**src/rtl/store_pkg.sv**
```systemverilog
// Shared types for the store path.
//   size_t      : access size encoding (byte, half, word, double)
//   state_t     : serializer FSM states
//   size_nbytes : number of bytes moved for a given access size
package store_pkg;

  typedef enum logic [1:0] {
    SZ_B = 2'b00,
    SZ_H = 2'b01,
    SZ_W = 2'b10,
    SZ_X = 2'b11
  } size_t;

  typedef enum logic [1:0] {
    IDLE = 2'b00,
    SEND = 2'b01,
    DONE = 2'b10
  } state_t;

  function automatic logic [3:0] size_nbytes(input size_t sz);
    return 4'd1 << sz;
  endfunction

endpackage

```
**src/rtl/fit_check.sv**
```systemverilog
// Combinational range check: does a 64-bit value survive narrowing to the
// given access size, i.e. is it the sign extension of its low bytes?
//   data     in  64  value to test
//   size     in  2   access size
//   overflow out 1   1 when the value does not fit the access size
module fit_check
  import store_pkg::*;
(
  input  logic [63:0] data,
  input  size_t       size,
  output logic        overflow
);

  logic signed [63:0] value;
  logic signed [63:0] narrowed;

  always_comb begin
    value = $signed(data);
    unique case (size)
      SZ_B:    narrowed = $signed({{56{data[7]}},  data[7:0]});
      SZ_H:    narrowed = $signed({{48{data[15]}}, data[15:0]});
      SZ_W:    narrowed = $signed({{32{data[31]}}, data[31:0]});
      default: narrowed = value;
    endcase
    overflow = (narrowed != value);
  end

endmodule

```
**src/rtl/store_byte_serializer.sv**
```systemverilog
// Store-path serializer: narrows a 64-bit register value to the access size
// and writes it one byte per handshake, little-endian, to a byte-wide memory
// port. Flags values that do not survive narrowing.
//   clk, reset_n            clock, asynchronous active-low reset
//   req_valid/req_ready     request handshake
//   req_addr/data/size      base address, register value, access size
//   mem_valid/mem_ready     byte-write handshake
//   mem_addr/mem_wdata      address and data of the current byte
//   done                    one-cycle completion pulse
//   trunc_err               narrowing overflow, meaningful while done=1
//   busy                    unit is not idle
module store_byte_serializer
  import store_pkg::*;
#(
  parameter int ADDR_W = 64
) (
  input  logic              clk,
  input  logic              reset_n,
  input  logic              req_valid,
  output logic              req_ready,
  input  logic [ADDR_W-1:0] req_addr,
  input  logic [63:0]       req_data,
  input  logic [1:0]        req_size,
  output logic              mem_valid,
  input  logic              mem_ready,
  output logic [ADDR_W-1:0] mem_addr,
  output logic [7:0]        mem_wdata,
  output logic              done,
  output logic              trunc_err,
  output logic              busy
);

  state_t            state_q;
  logic [ADDR_W-1:0] addr_q;
  logic [63:0]       data_q;
  size_t             size_q;
  logic [2:0]        idx_q;
  logic              req_ready_q;
  logic              mem_valid_q;
  logic [ADDR_W-1:0] mem_addr_q;
  logic [7:0]        mem_wdata_q;
  logic              done_q;
  logic              trunc_err_q;
  logic              busy_q;

  logic [2:0]        idx_d;
  logic              last_byte;
  logic              overflow;

  // Range check runs on the latched value, so the flag reflects exactly
  // what was written to memory.
  fit_check u_fit (
    .data     (data_q),
    .size     (size_q),
    .overflow (overflow)
  );

  always_comb begin
    idx_d     = idx_q + 3'd1;
    last_byte = (idx_q == 3'(size_nbytes(size_q) - 4'd1));
  end

  // Outputs are registered and loaded together with the state transition,
  // so the first byte is on the port the cycle after acceptance.
  always_ff @(posedge clk or negedge reset_n) begin
    if (!reset_n) begin
      state_q     <= IDLE;
      addr_q      <= '0;
      data_q      <= '0;
      size_q      <= SZ_B;
      idx_q       <= '0;
      req_ready_q <= 1'b1;
      mem_valid_q <= 1'b0;
      mem_addr_q  <= '0;
      mem_wdata_q <= '0;
      done_q      <= 1'b0;
      trunc_err_q <= 1'b0;
      busy_q      <= 1'b0;
    end else begin
      unique case (state_q)
        IDLE: begin
          if (req_valid) begin
            addr_q      <= req_addr;
            data_q      <= req_data;
            size_q      <= size_t'(req_size);
            idx_q       <= '0;
            mem_valid_q <= 1'b1;
            mem_addr_q  <= req_addr;
            mem_wdata_q <= req_data[7:0];
            req_ready_q <= 1'b0;
            busy_q      <= 1'b1;
            state_q     <= SEND;
          end
        end
        SEND: begin
          // A stalled byte simply keeps the registered address/data.
          if (mem_ready) begin
            if (last_byte) begin
              mem_valid_q <= 1'b0;
              done_q      <= 1'b1;
              trunc_err_q <= overflow;
              state_q     <= DONE;
            end else begin
              idx_q       <= idx_d;
              // Address arithmetic wraps modulo 2^ADDR_W.
              mem_addr_q  <= addr_q + ADDR_W'(idx_d);
              mem_wdata_q <= data_q[{idx_d, 3'b000} +: 8];
            end
          end
        end
        DONE: begin
          done_q      <= 1'b0;
          trunc_err_q <= 1'b0;
          req_ready_q <= 1'b1;
          busy_q      <= 1'b0;
          state_q     <= IDLE;
        end
        default: state_q <= IDLE;
      endcase
    end
  end

  assign req_ready = req_ready_q;
  assign mem_valid = mem_valid_q;
  assign mem_addr  = mem_addr_q;
  assign mem_wdata = mem_wdata_q;
  assign done      = done_q;
  assign trunc_err = trunc_err_q;
  assign busy      = busy_q;

endmodule
```
**config.mk**
```make
export PLATFORM = sky130hd
export DESIGN_NAME = store_byte_serializer
export DESIGN_NICKNAME = d
export VERILOG_FILES = /design/src/rtl/store_pkg.sv /design/src/rtl/fit_check.sv /design/src/rtl/store_byte_serializer.sv
export SDC_FILE = /design/constraint.sdc
export NUM_CORES = 1
export LEC_CHECK = 0
export CORE_MARGIN = 2
export CORE_UTILIZATION = 40
export CTS_CLUSTER_DIAMETER = 80
export DETAILED_ROUTE_END_ITERATION = 10
export PLACE_DENSITY = 0.65
export SYNTH_ARGS = -nofsm -noshare
export SYNTH_HDL_FRONTEND = slang
export SYNTH_SLANG_ARGS = --single-unit
export TNS_END_PERCENT = 50
```
**constraint.sdc**
```tcl
create_clock -name clk -period 5.8 [get_ports clk]
set_clock_uncertainty 0.05 [all_clocks]
set_input_delay 1.16 -clock clk [delete_from_list [all_inputs] [get_ports clk]]
set_output_delay 1.16 -clock clk [all_outputs]
set_load 0.05 [all_outputs]
```
Yosys cells after proc, flatten, opt, wreduce, memory -nomap -nowiden. Index checks and enable logic that the tools add are counted. W data, S select, Z words.

$add $sub $neg: 3. Eq/ne operators: 10. Shifts and indexed selects: 2. Muxes and demuxes: 30. Reductions and logical operators: 11.

Operators with widths (count): $mux W64 (3); $pmux W64 S3 (1); $pmux W64 S2 (1); $add A64 B3 Y64 (1); $ne A64 B64 Y1 (1); $shiftx A64 B7 Y8 (1); $mux W8 (3); $pmux W8 S2 (1); $pmux W1 S2 (5); $mux W3 (3); $mux W1 (8); $ne A2 B2 Y1 const B (4); $reduce_and A4 Y1 (2); $mux W2 (3); $pmux W3 S2 (1); $reduce_and A3 Y1 (2); $reduce_bool A2 Y1 (3); $eq A2 B1 Y1 const B (2); $eq A2 B2 Y1 const B (2); $logic_not A2 Y1 (2); $pmux W2 S2 (1); $reduce_and A2 Y1 (2); $add A3 B1 Y3 const B (1); $eq A3 B3 Y1 (1); 2 further kinds (2).

Register bits after elaboration: 212. Input bits: 134. Output and inout port bits: 77. Logic and storage cells: 68.

Depth between registers and ports, before layout. Gate-level depths: netlist of the first run.

Depth in word-level cells: 6. Gate-level depth with buffers: 12.

Hierarchy. From an unflattened synthesis of the first run, not the netlist that was laid out.

Cell total of the unflattened synthesis: 1193. Area, all modules: 10655.2 um^2.

Modules (own cells, without submodules): store_byte_serializer (instances 1, cells each 1140, area each 10293.6 um^2, sequential area each 5306.3 um^2); fit_check (instances 1, cells each 53, area each 361.6 um^2, sequential area each 0.0 um^2).

Least setup slack after synthesis of the first run. OpenSTA, ideal clock, no wires.

Path type: register to register. Start point: register idx_q[1]. End point: register mem_addr_q[24] (netlist: mem_addr[24]). Library setup time: 0.094 ns. Arrival: 3.250 ns. Data required time: 5.656 ns. Setup slack: 2.407 ns. Stages on the path, launching flop included: 12. Cell sequence: dfrtp_1 -> ha_1 -> clkbuf_1 -> buf_1 -> inv_1 -> fa_1 -> nand2b_1 -> a211oi_1 -> and3_1 -> nand4_1 -> xor2_1 -> a211oi_1.

Cells in the longest elaborated chain, start to end: 5. Elaborated cells on any way between the ends: 8.

Ends and longest elaborated chain: start, declared (line store_byte_serializer.sv:37) `logic [2:0] idx_q;`; start signal, assigned (line store_byte_serializer.sv:104) `idx_q <= idx_d;`; $add A3 B1 Y3 (line store_byte_serializer.sv:59) `idx_d = idx_q + 3'd1;`; $add A64 B3 Y64 (line store_byte_serializer.sv:106) `mem_addr_q <= addr_q + ADDR_W'(idx_d);`; $mux W64 (line store_byte_serializer.sv:98) `if (last_byte) begin`; $mux W64 (line store_byte_serializer.sv:97) `if (mem_ready) begin`; $pmux W64 S2 (line store_byte_serializer.sv:80) `unique case (state_q)`; end signal, assigned (line store_byte_serializer.sv:88) `mem_addr_q <= req_addr;`; end signal, assigned (line store_byte_serializer.sv:106); end, declared (line store_byte_serializer.sv:40) `logic [ADDR_W-1:0] mem_addr_q;`.

Several ways; a longest one is shown, not always the timed one. The select of a mux whose other input is x is not followed. A chain may end at the register's enable or synchronous reset.

Worst setup path in the final report of the first run.
Start point: register idx_q[0]. End point: register mem_addr_q[60] (netlist: mem_addr[60]).

Same word-level chain as after synthesis.

==> results.sh, run 1 <==
export IMPL_status="finished, final reports clean"
export IMPL_grt_pass1_vias=8230
export IMPL_post_route_min_period_ps=4200
export IMPL_finalWirelength_um=29100
export IMPL_viasPerCell=5.52
export IMPL_die_x_um=168
export IMPL_fmax_mhz=238
export IMPL_synthXorXnorAreaFrac=0.0481
export IMPL_port_buffers=210
export IMPL_grt_start_max_net_pins=109
export IMPL_synthSimpleGateAreaFrac=0.153
export IMPL_report_final_hold_viol_count=0
export IMPL_cp_start_kind="register"
export IMPL_post_cts_buffers=0
export IMPL_place_gp_congestion=0.820
export IMPL_leakagePower_nw=5.40
export IMPL_crit_path_max_fanout=21
export IMPL_relSlewSlack=0.179
export IMPL_ys_warn_count=0
export IMPL_regToRegSetupSlack_ps=1600
export IMPL_synth_ff_type="dfrtp_1"
export IMPL_num_vias=8312
export IMPL_slew_violations=0
export IMPL_synth_edf_count=0
export IMPL_antenna_found_initial=2
export IMPL_dp_hpwl_um=20200
export IMPL_worstHoldPathType="register to register"
export IMPL_cts_clk_slew_worst_paths_ps=60
export IMPL_synthArstFlopShare=1.00
export IMPL_insertion_delay_ps=510
export IMPL_syn2layout_area_growth_pct=28.9
export IMPL_num_rows=59
export IMPL_wl_per_cell_um=19.3
export IMPL_synth_area_sq_um=10700
export IMPL_cts_tree="built"
export IMPL_rsz0062_at_grt="no"
export IMPL_final_setup_viol_count=0
export IMPL_dr_pass1_iters=5
export IMPL_synth_nets=1108
export IMPL_core_area_sq_um=26200
export IMPL_synth_fa_ha_area_frac=0.00653
export IMPL_drc=0
export IMPL_die_area_sq_um=28100
export IMPL_die_height_um=168
export IMPL_cp_end_kind="register"
export IMPL_cts_inserted_buffers=25
export IMPL_hold_buffers=0
export IMPL_nNetsFinal=1293
export IMPL_h_tree_depth=1
export IMPL_layout_drive_gt1_share=0.177
export IMPL_total_power_mw=8.81
export IMPL_syn_area_per_cell_sq_um=11.1
export IMPL_clock_root_buffer="clkbuf_16"
export IMPL_seq_area_frac_synth=0.495
export IMPL_start_util=0.409
export IMPL_cp_data_arrival_time_ps=4560
export IMPL_critPathKind="register to register"
export IMPL_fin_util=0.528
export IMPL_fin_crit_sh=0.724
export IMPL_postCtsResizedCells=0
export IMPL_p_per_area_nw_per_um2=637
export IMPL_track_usage=0.206
export IMPL_peakVddDrop_mv=0.316
export IMPL_ant_nets=0
export IMPL_io_pins=211
export IMPL_clockBufferDepth=3
export IMPL_worst_pin_slew_ps=1230
export IMPL_synth_distinct_cells=65
export IMPL_drt_iter0_markers=639
export IMPL_maxCapViolCount=0
export IMPL_synth_top_family_by_area="multiplexers"
export IMPL_cts_sinks=212
export IMPL_synth_ff_latch_count=212
export IMPL_postSynthCellCount=969
export IMPL_critPathRequiredTime_ps=6160
export IMPL_synth_mux_area_fraction=0.176
export IMPL_fin_tns_setup_ps=0
export IMPL_synth_compound_area_frac=0.0863
export IMPL_grt_pass1_wl_um=46400
export IMPL_grt_overflow=0
flip-flops by register name (all words and copies together), names as in the netlist, 2 cells and up:
| name | count |
|---|---|
| state_q | 2 |
| data_q | 64 |
| mem_wdata | 8 |
| idx_q | 3 |
| addr_q | 64 |
| mem_addr | 64 |
| size_q | 2 |
final timing paths:
| check | from | endpoint | cells past startpoint |
|---|---|---|---|
| max in group asynchronous | reset_n | addr_q[39] | 2 |
| worst max-delay path | idx_q[0] | mem_addr[60] | 10 |
| min in group asynchronous | reset_n | addr_q[23] | 1 |
| worst min-delay path | mem_valid | mem_valid | 1 |
| worst min register to register | mem_valid | mem_valid | 1 |
| worst max register to register | idx_q[0] | mem_addr[60] | 10 |
synth_stat cells, drive strengths merged, types with 7 or more instances:
master | count | share of area
a211oi | 37 | 0.026
a21oi | 22 | 0.011
and3 | 15 | 0.0089
and4 | 10 | 0.0084
buf | 35 | 0.021
clkbuf | 28 | 0.0098
dfrtp | 211 | 0.49
inv | 13 | 0.0045
mux2 | 125 | 0.13
mux2i | 12 | 0.011
mux4 | 16 | 0.034
nand2 | 77 | 0.027
nand2b | 7 | 0.0041
nand3 | 25 | 0.012
nand4 | 34 | 0.021
nor2 | 65 | 0.023
nor3 | 51 | 0.024
nor4 | 20 | 0.012
o21ai | 43 | 0.020
o22ai | 13 | 0.0076
xnor2 | 35 | 0.029
xor2 | 23 | 0.019
metal layers:
layer	part of all wire	track usage	vias up
met5	0.00045	0	-
met4	0.017	0.0480	2
met3	0.061	0.0355	32
met2	0.45	0.318	280
met1	0.47	0.303	4073
li1	-	-	3925
power by group:
| group | internal [mW] | total, mW | switching, mW |
|---|---|---|---|
| Combinational | 1.83 | 4.28 | 2.45 |
| Sequential | 2.25 | 2.98 | 0.732 |
| Clock | 0.940 | 1.55 | 0.606 |
cell families (layout without fill, tap and decap cells):
group                    Yosys count  count (layout)
buffers and inverters             76             277
XOR/XNOR                          58              58
adder cells (fa/ha/maj)            5               5
AND/OR/NAND/NOR                  321             321
multiplexers                     153             153
AO/OA/AOI/OAI                    144             144
flip-flops                       212             212
other                              0               1
worst max-delay path, cell delays in order, from the launching register on:
cell and delay [ps]:
dfrtp_1 360, buf_4 240, ha_1 930, inv_1 140
fa_1 460, nand2b_1 230, a21oi_2 440, nand4_4 360
nor4_1 490, xnor2_1 120, a211oi_1 260
placed cells by master, fill, tap and decap left out, types with 4 or more instances in the layout:
master	count
buf_4	11
nand2_1	77
clkbuf_8	6
nand4_1	33
inv_1	13
nand2b_1	6
a21oi_1	20
a211oi_1	37
mux2i_1	12
and4_1	9
o21ai_0	42
a31oi_1	4
mux4_2	16
dfrtp_1	210
nor2_1	63
clkinv_2	4
xnor2_1	35
o22ai_1	13
and3_1	14
nor4_1	19
nor3_1	51
clkbuf_16	25
xor2_1	22
clkbuf_1	6
clkdlybuf4s50_1	209
nand3_1	24
mux2_2	125
ha_1	4
and2_1	4
layout make-up:
type                    count  area, sq um
well taps                 335          419
clock buffers              36          717
repair buffers            221         2190
fillers                  2332        12400
inverters                  13         48.8
flip-flops and latches    212         5310
multi-input cells         681         5060
diodes                      1         2.50
clock inverters             7         87.6
stage by stage:
stage,cells,cell area [sq um],hold WS [ps],setup slack (ps)
CTS,1505,13800,428,1570
floorplan,969,10700,426,2410
detailed placement,1462,13000,416,1600
finish,1506,13800,424,1600
global placement,1462,13000,414,1620
global route,1506,13800,435,1320
Power figures use the tool's default switching activity.
==> run 2: changes to the inputs <==
==> constraint.sdc (replaced) <==
create_clock -name clk -period 4.3 [get_ports clk]
set_clock_uncertainty 0.05 [all_clocks]
set_input_delay 0.86 -clock clk [delete_from_list [all_inputs] [get_ports clk]]
set_output_delay 0.86 -clock clk [all_outputs]
set_load 0.05 [all_outputs]
==> run 2 against run 1 <==
Cell count up 0.40%; sequential power rose by 36%; utilization rose by 0.55 points; via count grew 2.6%; wire length is 1.0% higher; critical path type unchanged; critical endpoint unchanged.
==> results.sh, run 2 (synthesized netlist as in run 1, its figures left out) <==
export IMPL_status="finished, final reports clean"
export IMPL_cts_clk_slew_worst_paths_ps=60
export IMPL_start_util=0.409
export IMPL_final_cell_mix="dfrtp_1 (210), clkdlybuf4s50_1 (209), mux2_2 (125), nand2_1 (77), nor2_1 (63)"
export IMPL_crit_path_frequent_cell="inv_1"
export IMPL_maxCapViolCount=0
export IMPL_ant_nets=0
export IMPL_worstHoldPathType="input port to async pin"
export IMPL_n_fill_cell=2270
export IMPL_r2r_cells=11
export IMPL_cts_tree="built"
export IMPL_wl_per_cell_um=19.5
export IMPL_fin_util=0.533
export IMPL_num_rows=59
export IMPL_num_vias=8528
export IMPL_postCtsResizedCells=0
export IMPL_grt_pass1_wl_um=47300
export IMPL_grt_overflow=0
export IMPL_clockBufferDepth=3
export IMPL_grt_pass1_vias=8435
export IMPL_place_gp_congestion=0.822
export IMPL_post_cts_buffers=0
export IMPL_cts_sinks=212
export IMPL_syn2layout_area_growth_pct=30.3
export IMPL_leakagePower_nw=5.47
export IMPL_slowest_stage="a21oi_2"
export IMPL_cp_start_kind="register"
export IMPL_cp_data_arrival_time_ps=3650
export IMPL_final_setup_viol_count=0
export IMPL_hold_buffers=0
export IMPL_post_route_min_period_ps=3280
export IMPL_cp_end_kind="register"
export IMPL_cts_inserted_buffers=24
export IMPL_reg2reg_to="mem_addr[60]"
export IMPL_finalWirelength_um=29400
export IMPL_report_final_hold_viol_count=0
export IMPL_drt_iter0_markers=643
export IMPL_fmax_mhz=305
export IMPL_crit_path_max_fanout=20
export IMPL_regArea_sq_um=5310
export IMPL_rsz0062_at_grt="no"
export IMPL_grt_start_max_net_pins=120
export IMPL_multi_input_area_sq_um=5060
export IMPL_r2r_start="idx_q[0]"
export IMPL_worst_pin_slew_ps=1020
export IMPL_final_common_cell="dfrtp_1"
export IMPL_relSlewSlack=0.319
export IMPL_core_area_sq_um=26200
export IMPL_clock_root_buffer="clkbuf_16"
export IMPL_drc=0
export IMPL_regToRegSetupSlack_ps=1020
export IMPL_antenna_found_initial=2
export IMPL_die_x_um=168
export IMPL_track_usage=0.209
export IMPL_io_pins=211
export IMPL_nNetsFinal=1298
export IMPL_dr_pass1_iters=5
export IMPL_die_height_um=168
export IMPL_p_per_area_nw_per_um2=868
export IMPL_h_tree_depth=1
export IMPL_peakVddDrop_mv=0.338
export IMPL_port_buffers=210
export IMPL_critPathRequiredTime_ps=4680
export IMPL_viasPerCell=5.64
export IMPL_layout_drive_gt1_share=0.182
export IMPL_path_cells="buf_4 -> inv_1 -> ha_1 -> inv_1 -> fa_1 -> nand2b_1 -> a21oi_2 -> nand4_4 -> nor4_1 -> xnor2_1 -> a211oi_1"
export IMPL_critPathKind="register to register"
export IMPL_fin_tns_setup_ps=0
export IMPL_fin_crit_sh=0.762
export IMPL_slew_violations=0
export IMPL_max_stage_delay_ps=410
export IMPL_insertion_delay_ps=520
export IMPL_die_area_sq_um=28100
export IMPL_dp_hpwl_um=20700
-- run 2: cell count changes in the layout (fill, tap and decap cells not counted), sizes merged --
| cell | before | now |
|---|---|---|
| buf | 11 | 17 |
| clkbuf | 37 | 34 |
| bufinv | 2 | 5 |
-- run 2: power breakdown --
group | switching, mW | leakage (nW) | internal, mW | total [mW]
logic | 3.33 | 2.55 | 2.51 | 5.84
registers | 1.01 | 2.50 | 3.03 | 4.04
clock network | 0.834 | 0.422 | 1.41 | 2.25
-- run 2: worst max path at each step --
| stage | startpoint | to | slack, ps | depth (start not counted) |
|---|---|---|---|---|
| floorplan | idx_q[1] | mem_addr[24] | 910 | 11 |
| global placement | idx_q[0] | mem_addr[60] | 1110 | 11 |
| detailed placement | idx_q[0] | mem_addr[60] | 980 | 11 |
| CTS | idx_q[0] | mem_addr[60] | 970 | 11 |
| global route | idx_q[0] | mem_addr[60] | 710 | 11 |
| finish | idx_q[0] | mem_addr[60] | 1020 | 11 |
-- run 2: layer usage --
metal | vias up | track usage | wire (um) | share of wire
li1 | 3932 | - | - | -
met1 | 4206 | 0.302 | 13400 | 0.45
met2 | 340 | 0.324 | 13300 | 0.45
met3 | 48 | 0.0407 | 2150 | 0.073
met4 | 2 | 0.0556 | 657 | 0.022
met5 | - | 0 | 12 | 0.00041
-- run 2: final cells by class --
cell class | count | area share
Sequential cell | 212 | 0.380
Multi-Input combinational cell | 681 | 0.362
Timing Repair Buffer | 227 | 0.162
Clock buffer | 33 | 0.0491
Tap cell | 335 | 0.0300
Clock inverter | 10 | 0.0130
Inverter | 13 | 0.00349
Antenna cell | 1 | 0.000179
-- run 2: worst max-delay path, delay by kind of cell, from the launching register on --
family / cells / cell delay, ps
buffers and inverters: 3 / 470
XOR/XNOR: 1 / 110
AND/OR/NAND/NOR: 3 / 970
flip-flops: 1 / 380
adder cells (fa/ha/maj): 2 / 560
AO/OA/AOI/OAI: 2 / 650
-- run 2: stage by stage --
stage | std cells | power, mW | setup WS, ps | hold WS (ps) | cell area [sq um]
detailed placement | 1468 | 9.93 | 978 | 404 | 13100
CTS | 1511 | 12.2 | 973 | 386 | 14000
global placement | 1468 | 9.78 | 1110 | 408 | 13100
finish | 1512 | 12.1 | 1020 | 375 | 14000
floorplan | 969 | 8.08 | 907 | 426 | 10700
global route | 1512 | 12.9 | 709 | 402 | 14000
==> run 3: changes to the inputs <==
--- a/config.mk
+++ b/config.mk
@@ -9,7 +9,7 @@
 export CORE_UTILIZATION = 40
 export CTS_CLUSTER_DIAMETER = 80
 export DETAILED_ROUTE_END_ITERATION = 10
-export PLACE_DENSITY = 0.65
+export PLACE_DENSITY = 0.68
 export SYNTH_ARGS = -nofsm -noshare
 export SYNTH_HDL_FRONTEND = slang
 export SYNTH_SLANG_ARGS = --single-unit
==> constraint.sdc (replaced) <==
create_clock -name clk -period 2.7 [get_ports clk]
set_clock_uncertainty 0.05 [all_clocks]
set_input_delay 0.54 -clock clk [delete_from_list [all_inputs] [get_ports clk]]
set_output_delay 0.54 -clock clk [all_outputs]
set_load 0.05 [all_outputs]
==> run 3 against run 2 <==
Global-route usage about the same; register-to-register slack got worse by 930 ps; via count increased by 0.60%; hold slack gained 41 ps; clock power is 43% higher; combinational power rose by 67%; total power increased by 60%; critical endpoint is now mem_addr[61]; design area is 2.1% higher; utilization grew 1.1 points; sequential share of layout area is 0.77 points lower; critical path depth shrank 2; non-clock buffer count grew 21.
==> results.sh, run 3 (synthesized netlist as in run 1, its figures left out) <==
export IMPL_status="finished, final reports clean"
export IMPL_critPathRequiredTime_ps=3080
export IMPL_layout_drive_gt1_share=0.206
export IMPL_start_util=0.409
export IMPL_antenna_found_initial=3
export IMPL_final_common_cell="dfrtp_1"
export IMPL_h_tree_depth=1
export IMPL_place_gp_congestion=0.811
export IMPL_r2r_cells=9
export IMPL_report_final_hold_viol_count=0
export IMPL_track_usage=0.209
export IMPL_num_rows=59
export IMPL_post_route_min_period_ps=2610
export IMPL_fin_crit_sh=0.965
export IMPL_cts_inserted_buffers=24
export IMPL_finalWirelength_um=29800
export IMPL_hold_depth=2
export IMPL_cp_end_kind="register"
export IMPL_clock_root_buffer="clkbuf_16"
export IMPL_syn2layout_area_growth_pct=33.0
export IMPL_ant_nets=0
export IMPL_reg2reg_to="mem_addr[61]"
export IMPL_insertion_delay_ps=520
export IMPL_cp_data_arrival_time_ps=2990
export IMPL_hold_end="req_ready"
export IMPL_viasPerCell=5.60
export IMPL_final_cell_mix="dfrtp_1 (210), clkdlybuf4s50_1 (209), mux2_2 (125), nand2_1 (77), nor2_1 (63)"
export IMPL_n_fill_cell=2236
export IMPL_die_x_um=168
export IMPL_grt_start_max_net_pins=65
export IMPL_worst_pin_slew_ps=745
export IMPL_dr_pass1_iters=5
export IMPL_num_vias=8579
export IMPL_drc=0
export IMPL_cts_sinks=212
export IMPL_final_setup_viol_count=0
export IMPL_nNetsFinal=1319
export IMPL_slew_violations=0
export IMPL_regToRegSetupSlack_ps=90
export IMPL_wl_per_cell_um=19.4
export IMPL_crit_path_max_fanout=5
export IMPL_cts_tree="built"
export IMPL_grt_pass1_vias=8397
export IMPL_rsz0062_at_grt="yes"
export IMPL_fin_util=0.544
export IMPL_clockBufferDepth=3
export IMPL_critPathKind="register to register"
export IMPL_grt_overflow=0
export IMPL_maxCapViolCount=0
export IMPL_relSlewSlack=0.503
export IMPL_dp_hpwl_um=21100
export IMPL_peakVddDrop_mv=0.699
export IMPL_fmax_mhz=384
export IMPL_r2r_start="idx_q[0]"
export IMPL_leakagePower_nw=5.58
export IMPL_cts_clk_slew_worst_paths_ps=60
export IMPL_die_area_sq_um=28100
export IMPL_total_power_mw=19.4
export IMPL_io_pins=211
export IMPL_worstHoldPathType="register to register"
export IMPL_hold_start="req_ready"
export IMPL_cp_start_kind="register"
export IMPL_drt_iter0_markers=591
export IMPL_core_area_sq_um=26200
export IMPL_die_height_um=168
export IMPL_p_per_area_nw_per_um2=1360
export IMPL_port_buffers=210
export IMPL_grt_pass1_wl_um=47400
## run 3: cell count changes in the layout (fill, tap and decap cells not counted), sizes merged
| cell | previous run | this run |
|---|---|---|
| clkinv | 4 | 2 |
| inv | 13 | 14 |
| buf | 17 | 37 |
| bufinv | 5 | 0 |
| clkbuf | 34 | 39 |
| dlygate4sd3 | 0 | 1 |
## run 3: where the power goes
part / total [mW] / internal [mW] / switching, mW
sequential: 6.39 / 4.83 / 1.56
clock: 3.21 / 1.91 / 1.31
combinational: 9.76 / 4.24 / 5.52
## run 3: final cells by class
class	instances	area, sq um	share of cell area
well taps	335	419	0.0294
diodes	1	2.50	0.000175
flip-flops and latches	212	5310	0.372
multi-input cells	681	5180	0.363
repair buffers	248	2520	0.177
clock inverters	4	26.3	0.00184
inverters	13	48.8	0.00342
clock buffers	38	754	0.0529
## run 3: what timing repair did
item | CTS | global route
endpoints found under the hold margin | 46 | 0
hold buffers | 1 | 0
pin swaps | 0 | 1
gates resized for setup | 2 | 7
gates cloned | 0 | 0
buffers inserted | 0 | 0
setup endpoints to repair | 2 | 19
## run 3: how the worst max path moves through the flow
stage               startpoint      endpoint  slack [ps]  depth (start not counted)
detailed placement    idx_q[0]  mem_addr[61]         -80                          9
global placement      idx_q[0]  mem_addr[61]          20                          9
floorplan             idx_q[1]  mem_addr[52]          10                         12
finish                idx_q[0]  mem_addr[61]          90                          9
CTS                   idx_q[0]  mem_addr[63]          60                          9
global route          idx_q[0]  mem_addr[26]         -60                          8
## run 3: per-stage QoR
stage	setup TNS [ps]	std cells	hold slack (ps)	area (sq um)	setup slack, ps
2_1_floorplan	0	969	194	10800	14.3
3_3_place_gp	0	1488	404	13400	19.3
3_5_place_dp	-101	1488	411	13400	-78.1
4_1_cts	0	1531	421	14200	60.9
5_1_grt	-479	1531	440	14300	-59.3
6_report	0	1532	417	14300	93.5
## run 3: per-layer routing
layer	global-route usage	vias up	routed length [um]
li1	-	3976	-
met1	0.298	4260	13300
met2	0.324	283	13600
met3	0.0433	58	2010
met4	0.0601	2	842
met5	0	-	11
## run 3: critical path: stages, from the launching register on
cell and delay, ps:
dfrtp_1 410, ha_4 200, xor2_4 160, ha_4 310
a21oi_1 140, a21oi_4 270, nand4_1 270, nor4_1 380
xnor2_1 100, a211oi_1 220
